### src/rtl/seg_scan_multi_if.sv
// seg_scan_multi_if: datapath-side bundle of the multiplexed seven-segment driver.
//   Load, Disp_Data, Dp_Pos, Blank_Lz : value and display options from the datapath
//   Busy, Ovf                         : conversion status and overflow indication
//   SEL, SEG                          : active-low digit enables and segments to the board
// The master modport is the datapath/bench side; the slave modport is the driver.
interface seg_scan_multi_if #(
    parameter int unsigned DIGITS = 8,
    parameter int unsigned DATA_W = 16
);
    logic              Load;
    logic [DATA_W-1:0] Disp_Data;
    logic [3:0]        Dp_Pos;
    logic              Blank_Lz;
    logic              Busy;
    logic              Ovf;
    logic [DIGITS-1:0] SEL;
    logic [7:0]        SEG;

    modport master (
        output Load, Disp_Data, Dp_Pos, Blank_Lz,
        input  Busy, Ovf, SEL, SEG
    );

    modport slave (
        input  Load, Disp_Data, Dp_Pos, Blank_Lz,
        output Busy, Ovf, SEL, SEG
    );
endinterface

### src/rtl/seg_scan_multi.sv
// seg_scan_multi: multiplexed common-anode seven-segment driver.
// A binary value captured on Load is converted to BCD by a sequential
// shift-add-3 engine (one step per clock), committed atomically to a display
// register, and scanned across DIGITS digits with leading-zero blanking,
// a programmable decimal point and overflow dashes.
//   Clk, Reset : clock, synchronous active-high reset
//   bus        : seg_scan_multi_if slave (Load/Disp_Data/Dp_Pos/Blank_Lz in,
//                Busy/Ovf/SEL/SEG out)
module seg_scan_multi #(
    parameter int unsigned DIGITS   = 8,
    parameter int unsigned DATA_W   = 16,
    parameter int unsigned SCAN_DIV = 100_000
) (
    input  logic              Clk,
    input  logic              Reset,
    seg_scan_multi_if.slave   bus
);
    localparam int unsigned BCD_W  = 4 * DIGITS;
    localparam int unsigned IDX_W  = (DIGITS > 1) ? $clog2(DIGITS) : 1;
    localparam int unsigned STEP_W = $clog2(DATA_W + 1);
    localparam int unsigned PRE_W  = $clog2(SCAN_DIV);
    localparam int unsigned SH_W   = BCD_W + DATA_W;

    function automatic logic [63:0] pow10(input int unsigned n);
        logic [63:0] p;
        p = 64'd1;
        for (int unsigned k = 0; k < n; k++) p = p * 64'd10;
        return p;
    endfunction

    // Smallest value that no longer fits in DIGITS decimal digits.
    localparam logic [63:0] OVF_LIMIT    = pow10(DIGITS);
    localparam logic [63:0] DATA_MAX     = (64'd1 << DATA_W) - 64'd1;
    localparam bit          OVF_POSSIBLE = (DATA_MAX >= OVF_LIMIT);

    typedef enum logic {IDLE, CONV} state_e;

    state_e              state_q, state_d;
    logic [DATA_W-1:0]   bin_q, bin_d;
    logic [BCD_W-1:0]    bcd_q, bcd_d;
    logic [STEP_W-1:0]   step_q, step_d;
    logic [3:0]          hold_dp_q, hold_dp_d;
    logic                hold_blz_q, hold_blz_d;
    logic                hold_ovf_q, hold_ovf_d;
    logic [BCD_W-1:0]    disp_bcd_q, disp_bcd_d;
    logic [3:0]          disp_dp_q, disp_dp_d;
    logic                disp_blz_q, disp_blz_d;
    logic                disp_ovf_q, disp_ovf_d;
    logic [PRE_W-1:0]    presc_q, presc_d;
    logic [IDX_W-1:0]    idx_q, idx_d;
    logic [DIGITS-1:0]   sel_q, sel_d;
    logic [7:0]          seg_q, seg_d;

    logic [BCD_W-1:0]    bcd_adj;
    logic [SH_W-1:0]     shifted;
    logic [3:0]          cur_nib;
    logic                upper_zero;
    logic                dp_active;
    logic                blank;
    logic [6:0]          glyph;

    // Conversion FSM: capture on Load, DATA_W double-dabble steps, commit on the last.
    always_comb begin
        state_d    = state_q;
        bin_d      = bin_q;
        bcd_d      = bcd_q;
        step_d     = step_q;
        hold_dp_d  = hold_dp_q;
        hold_blz_d = hold_blz_q;
        hold_ovf_d = hold_ovf_q;
        disp_bcd_d = disp_bcd_q;
        disp_dp_d  = disp_dp_q;
        disp_blz_d = disp_blz_q;
        disp_ovf_d = disp_ovf_q;
        bcd_adj    = '0;

        for (int i = 0; i < int'(DIGITS); i++) begin
            bcd_adj[4*i +: 4] = (bcd_q[4*i +: 4] >= 4'd5) ? bcd_q[4*i +: 4] + 4'd3
                                                           : bcd_q[4*i +: 4];
        end
        shifted = {bcd_adj, bin_q} << 1;

        case (state_q)
            IDLE: begin
                if (bus.Load) begin
                    state_d    = CONV;
                    bin_d      = bus.Disp_Data;
                    bcd_d      = '0;
                    step_d     = '0;
                    hold_dp_d  = bus.Dp_Pos;
                    hold_blz_d = bus.Blank_Lz;
                    hold_ovf_d = OVF_POSSIBLE && (64'(bus.Disp_Data) >= OVF_LIMIT);
                end
            end
            CONV: begin
                bin_d  = shifted[DATA_W-1:0];
                bcd_d  = shifted[DATA_W +: BCD_W];
                step_d = step_q + STEP_W'(1);
                if (step_q == STEP_W'(DATA_W - 1)) begin
                    state_d    = IDLE;
                    disp_bcd_d = shifted[DATA_W +: BCD_W];
                    disp_dp_d  = hold_dp_q;
                    disp_blz_d = hold_blz_q;
                    disp_ovf_d = hold_ovf_q;
                end
            end
            default: state_d = IDLE;
        endcase
    end

    // Scan prescaler/index and the registered SEL/SEG image of the current digit.
    always_comb begin
        presc_d = presc_q + PRE_W'(1);
        idx_d   = idx_q;
        if (presc_q == PRE_W'(SCAN_DIV - 1)) begin
            presc_d = '0;
            idx_d   = (idx_q == IDX_W'(DIGITS - 1)) ? '0 : idx_q + IDX_W'(1);
        end

        cur_nib    = 4'd0;
        upper_zero = 1'b1;
        for (int i = 0; i < int'(DIGITS); i++) begin
            if (IDX_W'(i) == idx_q) cur_nib = disp_bcd_q[4*i +: 4];
            if (IDX_W'(i) >= idx_q && disp_bcd_q[4*i +: 4] != 4'd0) upper_zero = 1'b0;
        end

        // Zeros at or right of the point are significant and never blanked.
        dp_active = (disp_dp_q < 4'(DIGITS));
        blank     = disp_blz_q && (idx_q != '0) && upper_zero &&
                    (!dp_active || (4'(idx_q) > disp_dp_q));

        case (cur_nib)
            4'd0:    glyph = 7'b1000000;
            4'd1:    glyph = 7'b1111001;
            4'd2:    glyph = 7'b0100100;
            4'd3:    glyph = 7'b0110000;
            4'd4:    glyph = 7'b0011001;
            4'd5:    glyph = 7'b0010010;
            4'd6:    glyph = 7'b0000010;
            4'd7:    glyph = 7'b1111000;
            4'd8:    glyph = 7'b0000000;
            4'd9:    glyph = 7'b0010000;
            default: glyph = 7'b1111111;
        endcase

        if (disp_ovf_q) begin
            seg_d = 8'b1011_1111;
        end else begin
            seg_d = {(4'(idx_q) == disp_dp_q) ? 1'b0 : 1'b1,
                     blank ? 7'b1111111 : glyph};
        end
        sel_d = ~(DIGITS'(1) << idx_q);
    end

    // State registers with synchronous reset.
    always_ff @(posedge Clk) begin
        if (Reset) begin
            state_q    <= IDLE;
            bin_q      <= '0;
            bcd_q      <= '0;
            step_q     <= '0;
            hold_dp_q  <= 4'hF;
            hold_blz_q <= 1'b1;
            hold_ovf_q <= 1'b0;
            disp_bcd_q <= '0;
            disp_dp_q  <= 4'hF;
            disp_blz_q <= 1'b1;
            disp_ovf_q <= 1'b0;
            presc_q    <= '0;
            idx_q      <= '0;
            sel_q      <= '1;
            seg_q      <= 8'hFF;
        end else begin
            state_q    <= state_d;
            bin_q      <= bin_d;
            bcd_q      <= bcd_d;
            step_q     <= step_d;
            hold_dp_q  <= hold_dp_d;
            hold_blz_q <= hold_blz_d;
            hold_ovf_q <= hold_ovf_d;
            disp_bcd_q <= disp_bcd_d;
            disp_dp_q  <= disp_dp_d;
            disp_blz_q <= disp_blz_d;
            disp_ovf_q <= disp_ovf_d;
            presc_q    <= presc_d;
            idx_q      <= idx_d;
            sel_q      <= sel_d;
            seg_q      <= seg_d;
        end
    end

    assign bus.Busy = (state_q == CONV);
    assign bus.Ovf  = disp_ovf_q;
    assign bus.SEL  = sel_q;
    assign bus.SEG  = seg_q;
endmodule
### src/flat_wrapper.sv
// flat-port wrapper written by rule: the top's interface ports become plain ports
module seg_scan_multi_flat 
#(
    parameter int unsigned DIGITS   = 8,
    parameter int unsigned DATA_W   = 16,
    parameter int unsigned SCAN_DIV = 100_000
)
  (Clk, Reset, bus_Load, bus_Disp_Data, bus_Dp_Pos, bus_Blank_Lz, bus_Busy, bus_Ovf, bus_SEL, bus_SEG);
  seg_scan_multi_if #(.DIGITS(DIGITS), .DATA_W(DATA_W)) bus_i ();
  input  logic Clk;
  input  logic Reset;
  input wire logic [$bits(bus_i.Load)-1:0] bus_Load;
  input wire logic [$bits(bus_i.Disp_Data)-1:0] bus_Disp_Data;
  input wire logic [$bits(bus_i.Dp_Pos)-1:0] bus_Dp_Pos;
  input wire logic [$bits(bus_i.Blank_Lz)-1:0] bus_Blank_Lz;
  output wire logic [$bits(bus_i.Busy)-1:0] bus_Busy;
  output wire logic [$bits(bus_i.Ovf)-1:0] bus_Ovf;
  output wire logic [$bits(bus_i.SEL)-1:0] bus_SEL;
  output wire logic [$bits(bus_i.SEG)-1:0] bus_SEG;
  assign bus_i.Load = bus_Load;
  assign bus_i.Disp_Data = bus_Disp_Data;
  assign bus_i.Dp_Pos = bus_Dp_Pos;
  assign bus_i.Blank_Lz = bus_Blank_Lz;
  assign bus_Busy = bus_i.Busy;
  assign bus_Ovf = bus_i.Ovf;
  assign bus_SEL = bus_i.SEL;
  assign bus_SEG = bus_i.SEG;
  seg_scan_multi #(.DIGITS(DIGITS), .DATA_W(DATA_W), .SCAN_DIV(SCAN_DIV)) u_core (.Clk(Clk), .Reset(Reset), .bus(bus_i));
endmodule
### config.mk
export PLATFORM = sky130hd
export DESIGN_NAME = seg_scan_multi_flat
export DESIGN_NICKNAME = d
export VERILOG_FILES = /design/src/rtl/seg_scan_multi_if.sv /design/src/rtl/seg_scan_multi.sv /design/src/flat_wrapper.sv
export SDC_FILE = /design/constraint.sdc
export NUM_CORES = 1
export LEC_CHECK = 0
export ABC_AREA = 1
export BUFFER_PORTS_ARGS = -buffer_cell sky130_fd_sc_hd__buf_2
export CAP_MARGIN = 0
export CORE_MARGIN = 3
export CORE_UTILIZATION = 40
export CTS_BUF_LIST = sky130_fd_sc_hd__clkbuf_8
export DETAILED_ROUTE_END_ITERATION = 12
export GPL_TIMING_DRIVEN = 0
export PLACE_DENSITY = 0.62
export RECOVER_POWER = 100
export SLEW_MARGIN = 20
export SYNTH_ARGS = -nofsm -noshare
export SYNTH_HDL_FRONTEND = slang
export SYNTH_SLANG_ARGS = --single-unit
### constraint.sdc
create_clock -name Clk -period 3 [get_ports Clk]
set_input_delay 0.15 -clock Clk [delete_from_list [all_inputs] [get_ports Clk]]
set_output_delay 0.15 -clock Clk [all_outputs]
set_load 0.02 [all_outputs]
* Word level (Yosys, flattened, before mapping)
Memory sizes are Yosys's and may differ from the RTL's. A register that Yosys moved wholly into a read port is not among the register bits. Index checks and enable logic that the tools add are counted.
Word-level totals: word-level logic and storage cells 120, memories kept 1, memory bits (read-only) 112, input port bits 24, register bits after elaboration 125
Operators by class: equality and inequality tests 12, order comparisons 18, reduce and logical (&&, ||, !) cells 27, muxes and demuxes 35, bitwise gates (word level) 2, add/sub/neg operators 11, shifts and indexed selects 1
Memories:
- (no name shown) | words 16, bits a word 7, read ports 1, clocked after memory_dff 1, write ports 0, line seg_scan_multi.sv:132 | case (cur_nib)
Operators with widths (count):
- one-hot mux 32 bit (2 select lines) | 1
- two-way mux 4 bit | 15
- >= comparator 4 x 3 -> 1 bit (second input constant) | 8
- two-way mux 32 bit | 1
- one-hot mux 16 bit (2 select lines) | 1
- nonzero test 4 bit | 8
- adder 4 x 2 -> 4 bit (second input constant) | 7
- adder 17 x 1 -> 17 bit (second input constant) | 1
- equality test 17 bit (second input constant) | 1
- two-way mux 16 bit | 1
- equality test 3 bit (first input constant) | 4
- >= comparator 3 bit (first input constant) | 4
- logical AND 1 bit | 11
- two-way mux 1 bit | 11
- one-hot mux 5 bit (2 select lines) | 1
- NOT 8 bit | 1
- left shift 1 x 3 -> 8 bit (first input constant) | 1
- equality test 2 x 3 -> 1 bit (first input constant) | 2
- >= comparator 1 x 3 -> 1 bit (first input constant) | 2
- >= comparator 2 x 3 -> 1 bit (first input constant) | 2
- two-way mux 3 bit | 2
- adder 5 x 1 -> 5 bit (second input constant) | 1
- equality test 5 x 4 -> 1 bit (second input constant) | 1
- two-way mux 5 bit | 1
- other kinds (16) | 18

* Depth between registers and ports, before layout
depth after elaboration 13, depth in mapped cells 19

* Worst setup path after synthesis
OpenSTA, ideal clock, no wires.
kind flip-flop to flip-flop, from reg u_core.idx_q[0], to reg u_core.seg_q[4] (netlist: u_core.bus.SEG[4]), slack 0.937 ns, period minus slack after synthesis 2.063 ns, setup time 0.062 ns, arrival time 2.002 ns, path buffers 1, stages on the path, launching flop included 19, cell sequence dfxtp_1 > buf_2 > inv_1 > ha_1 > inv_1 > nor2_1 > nand3_1 > nand3_1 > nand2_1 > nand3_1 > nand2_2 > nand2_1 > nand2_1 > ha_1 > inv_1 > nand3_1 > nand2_1 > nand2_1 > nand3_1
Between the ends: cells in the longest elaborated chain, start to end 13, elaborated cells between the ends (all ways) 47
RTL lines:
- from (decl) | line seg_scan_multi.sv:50 | logic [IDX_W-1:0] idx_q, idx_d;
- from (signal assigned) | line seg_scan_multi.sv:186 | idx_q <= idx_d;
- >= comparator 1 x 3 -> 1 bit | line seg_scan_multi.sv:124 | if (IDX_W'(i) >= idx_q && disp_bcd_q[4*i +: 4] != 4'd0) upper_zero = 1'b0;
- logical AND 1 bit | line seg_scan_multi.sv:124
- two-way mux 1 bit (8 in a row) | line seg_scan_multi.sv:124
- logical AND 1 bit (2 in a row) | line seg_scan_multi.sv:129 | blank = disp_blz_q && (idx_q != '0) && upper_zero &&
- OR reduction 2 bit (no source line)
- to (signal assigned) | line seg_scan_multi.sv:188 | seg_q <= seg_d;
- to (decl) | line seg_scan_multi.sv:52 | logic [7:0] seg_q, seg_d;
Several ways; a longest one is shown, not always the timed one. A chain may end at the register's enable or synchronous reset.

* Worst setup path in the final report
from reg u_core.idx_q[1], to reg u_core.seg_q[3] (netlist: u_core.bus.SEG[3])
The elaborated chain is that of the path after synthesis.

==> qor.yml <==
yosys:
  synth_fa_ha_area_share_pct: 6.098
  synthesis.area_um2: 6361
  ys_seq_elements: 132
  yosysWarnings: 0
  ys_async_sr_fraction_pct: 0
  synth_commonest_cells: "239 x nand2_1, 132 x dfxtp_1, 118 x inv_1"
  synth-edff-count: 0
  yosys_most_used_dff: "dfxtp_1"
  synthCells: 876
  synth_compound_area_share_pct: 15.66
  yosys.area.top_type: "dfxtp_1"
  yosys.area_share.simple_pct: 24.65
  synth.area.mux_share_pct: 0
  ys_top_cells_by_area: "dfxtp_1 42%, nand2_1 14%, a21oi_1 7.2%, inv_1 7.0%, ha_1 6.1%"
  synth_fp_nets: 931
  synth_xor_area_share_pct: 2.341
  synth_area_per_cell_um2: 7.262
  synth_top_family_by_area: "simple AND/OR/NAND/NOR gates"
  ys_types: 42
  synth.top_cell.area_share_pct: 41.54
  synth.most_common_cell: "nand2_1"
  yosysSeqAreaShare_pct: 41.54
sta:
  final-max-slew-violation-count: 0
  setup_viol: 0
  max_freq_mhz: 389.1
  relSlewSlack_pct: 59.87
  min_period_ns: 2.570
  period_share_pct: 85.67
  tns_ns: 0
  rsz0062_at_grt: "no"
  max_slew.worst_pin.slew_ns: 0.5965
  finClkSkew_ns: 0.009103
  fin_ws_ns: 0.4300
  finalHoldViolations: 0
grt:
  grt_pass1_wl_um: 24740
  grt_pass1_vias: 5293
  grt_antenna_before_repair: 0
  grt_use_total_pct: 17.38
  grt_max_degree: 17
  grt-ovfl-total: 0
placement:
  pre_cts_ws_ns: 0.4833
  place.gp.congestion: 0.8631
  io_buffers: 39
  dpl.cell_count: 1126
  dp_hpwl_um: 10880
  dpl_cell_area_um2: 6820
floorplanning:
  start_util_pct: 41.38
  dieHeight_um: 132.1
  die-area_um2: 17450
  rows: 45
  ios: 42
  core_area_um2: 15370
  die_w_um: 132.1
routing:
  drc: 0
  vias: 5627
  wl_um: 14710
  wire_per_inst_um: 12.51
  wl_met3_um: 602
  met2_length_um: 6493
  detail-route-antenna-nets: 0
  dr.pass1.iters: 5
  drtIter0Drc: 372
  routed_via_density: 4.785
  highest_layer: "met4"
  drt-met1-wl_um: 7322
clocking:
  cts_max_path_buffers: 2
  cts_made_buffers: 17
  cts_tree: "built"
  cts_hold_buf: 21
  cts_root_buf: "clkbuf_8"
  clk_latency_ns: 0.45
  clkTransAtPathRegs_ns: 0.08
  cts_sinks: 132
  cts-htree-levels: 4
  cts_setup_buffers: 0
  cts_resized: 0
layout:
  fin_cells: 1176
  fillers: 1548
  final_nets: 1010
  antenna_cells: 0
  drive_above_1_share_pct: 9.016
  area_growth_pct: 15.07
  final_cell_area_um2: 7320
power_and_ir_drop:
  seqPwrFrac_pct: 55.0
  ir_worst_vdd_mv: 0.2679
  pwr-share-clk_pct: 39.2
  power_mw: 3.270
  power.internal_mw: 2.478
  p_comb_share_pct: 5.8
  power.density_nw_per_um2: 446.8
  swShare_pct: 24.23
  power_leakage_nw: 3.188
  p_switching_mw: 0.7923
worst_setup_path:
  crit_required_ns: 3.39
  start_kind: "flip-flop"
  worstSetupPathType: "reg -> reg"
  path_max_fanout: 8
  crit_arrival_ns: 2.96
  endpoint_kind: "flip-flop"
flow_run:
  maxCapViolations: 0
run_status:
  outcome: "complete, no violations"
min_path:
  hp-class: "in -> reg"
==> metrics by stage <==
step                      utilization, %  hold slack [ns]
final                              47.62           0.1739
after global routing               47.62           0.2011
after CTS                          47.86           0.1381
after detailed placement           44.37           0.3955
after global placement             44.37           0.3889
after floorplan                        -           0.2763
==> critical path, stage by stage (launching register included) <==
cell,delay [ns]
dfxtp_1,0.42
inv_1,0.30
ha_1,0.31
inv_1,0.07
nor2_1,0.22
nand3_1,0.11
nand3_1,0.10
nand2_1,0.05
nand3_1,0.09
nand2_2,0.07
a21oi_1,0.25
ha_1,0.28
inv_1,0.05
nand2_1,0.04
nand2_1,0.07
nand2_1,0.04
nand2_1,0.04
==> sequential cells by signal, summed over array words and instances (netlist names) <==
name	count
u_core.bcd_q	32
u_core.disp_bcd_q	32
u_core.presc_q	17
u_core.bin_q	16
u_core.bus.SEG	8
u_core.bus.SEL	8
u_core.step_q	5
u_core.disp_dp_q	4
u_core.hold_dp_q	4
u_core.idx_q	3
u_core.bus.Busy	1
u_core.disp_blz_q	1
u_core.hold_blz_q	1
==> path summary, 6_finish.rpt <==
check | start | end | slack, ns | cells after the start
worst max-delay path | u_core.idx_q[1] | u_core.bus.SEG[3] | 0.43 | 16
worst min register to register | u_core.presc_q[0] | u_core.presc_q[0] | 0.45 | 1
worst max register to register | u_core.idx_q[1] | u_core.bus.SEG[3] | 0.43 | 16
worst min-delay path | bus_Load | u_core.bin_q[7] | 0.17 | 7
==> power groups by stage <==
stage	combinational (mW)	sequential (mW)	clock, mW
floorplan	0.104	1.84	0
global placement	0.172	1.84	0
detailed placement	0.173	1.84	0
CTS	0.194	1.80	1.32
global route	0.216	1.80	1.39
finish	0.190	1.80	1.28
==> per-layer routing <==
layer  vias up  track usage (%)
met4         0            6.651
li1       2964                -
met5         -                0
met3        24            3.817
met1      2529            23.43
met2       110            27.28
==> cell families after synthesis <==
logic type | after synthesis
buffers and inverters | 157
xor gates and xnor gates | 17
DFF | 132
AOI/OAI and AO/OA | 178
other | 1
adders and majority gates | 31
and+or+nand+nor | 360
==> cell usage in the layout, fill, tap and decap left out, types with 6 or more instances in the layout <==
cell,n
a22o_1,6
nand2_1,239
inv_1,121
a22oi_1,12
a21oi_1,93
dfxtp_1,132
buf_2,23
nand4_1,10
nor3_1,7
o21ai_0,53
inv_2,6
ha_1,31
nand2_2,8
nand3_1,38
clkbuf_1,43
dlygate4sd3_1,21
nor2_1,35
clkbuf_8,21
xor2_1,16
clkinv_2,6
==> final cells by class <==
| type | count | area, um^2 | area share [%] |
|---|---|---|---|
| multi-input cells | 587 | 3093 | 42.26 |
| flip-flops and latches | 132 | 2643 | 36.10 |
| inverters | 126 | 480.5 | 6.564 |
| repair buffers | 60 | 384.1 | 5.248 |
| clock buffers | 21 | 289.0 | 3.949 |
| well taps | 211 | 264.0 | 3.607 |
| plain buffers | 31 | 128.9 | 1.761 |
| clock inverters | 8 | 37.54 | 0.5128 |
(Power assumes the default switching activity.)
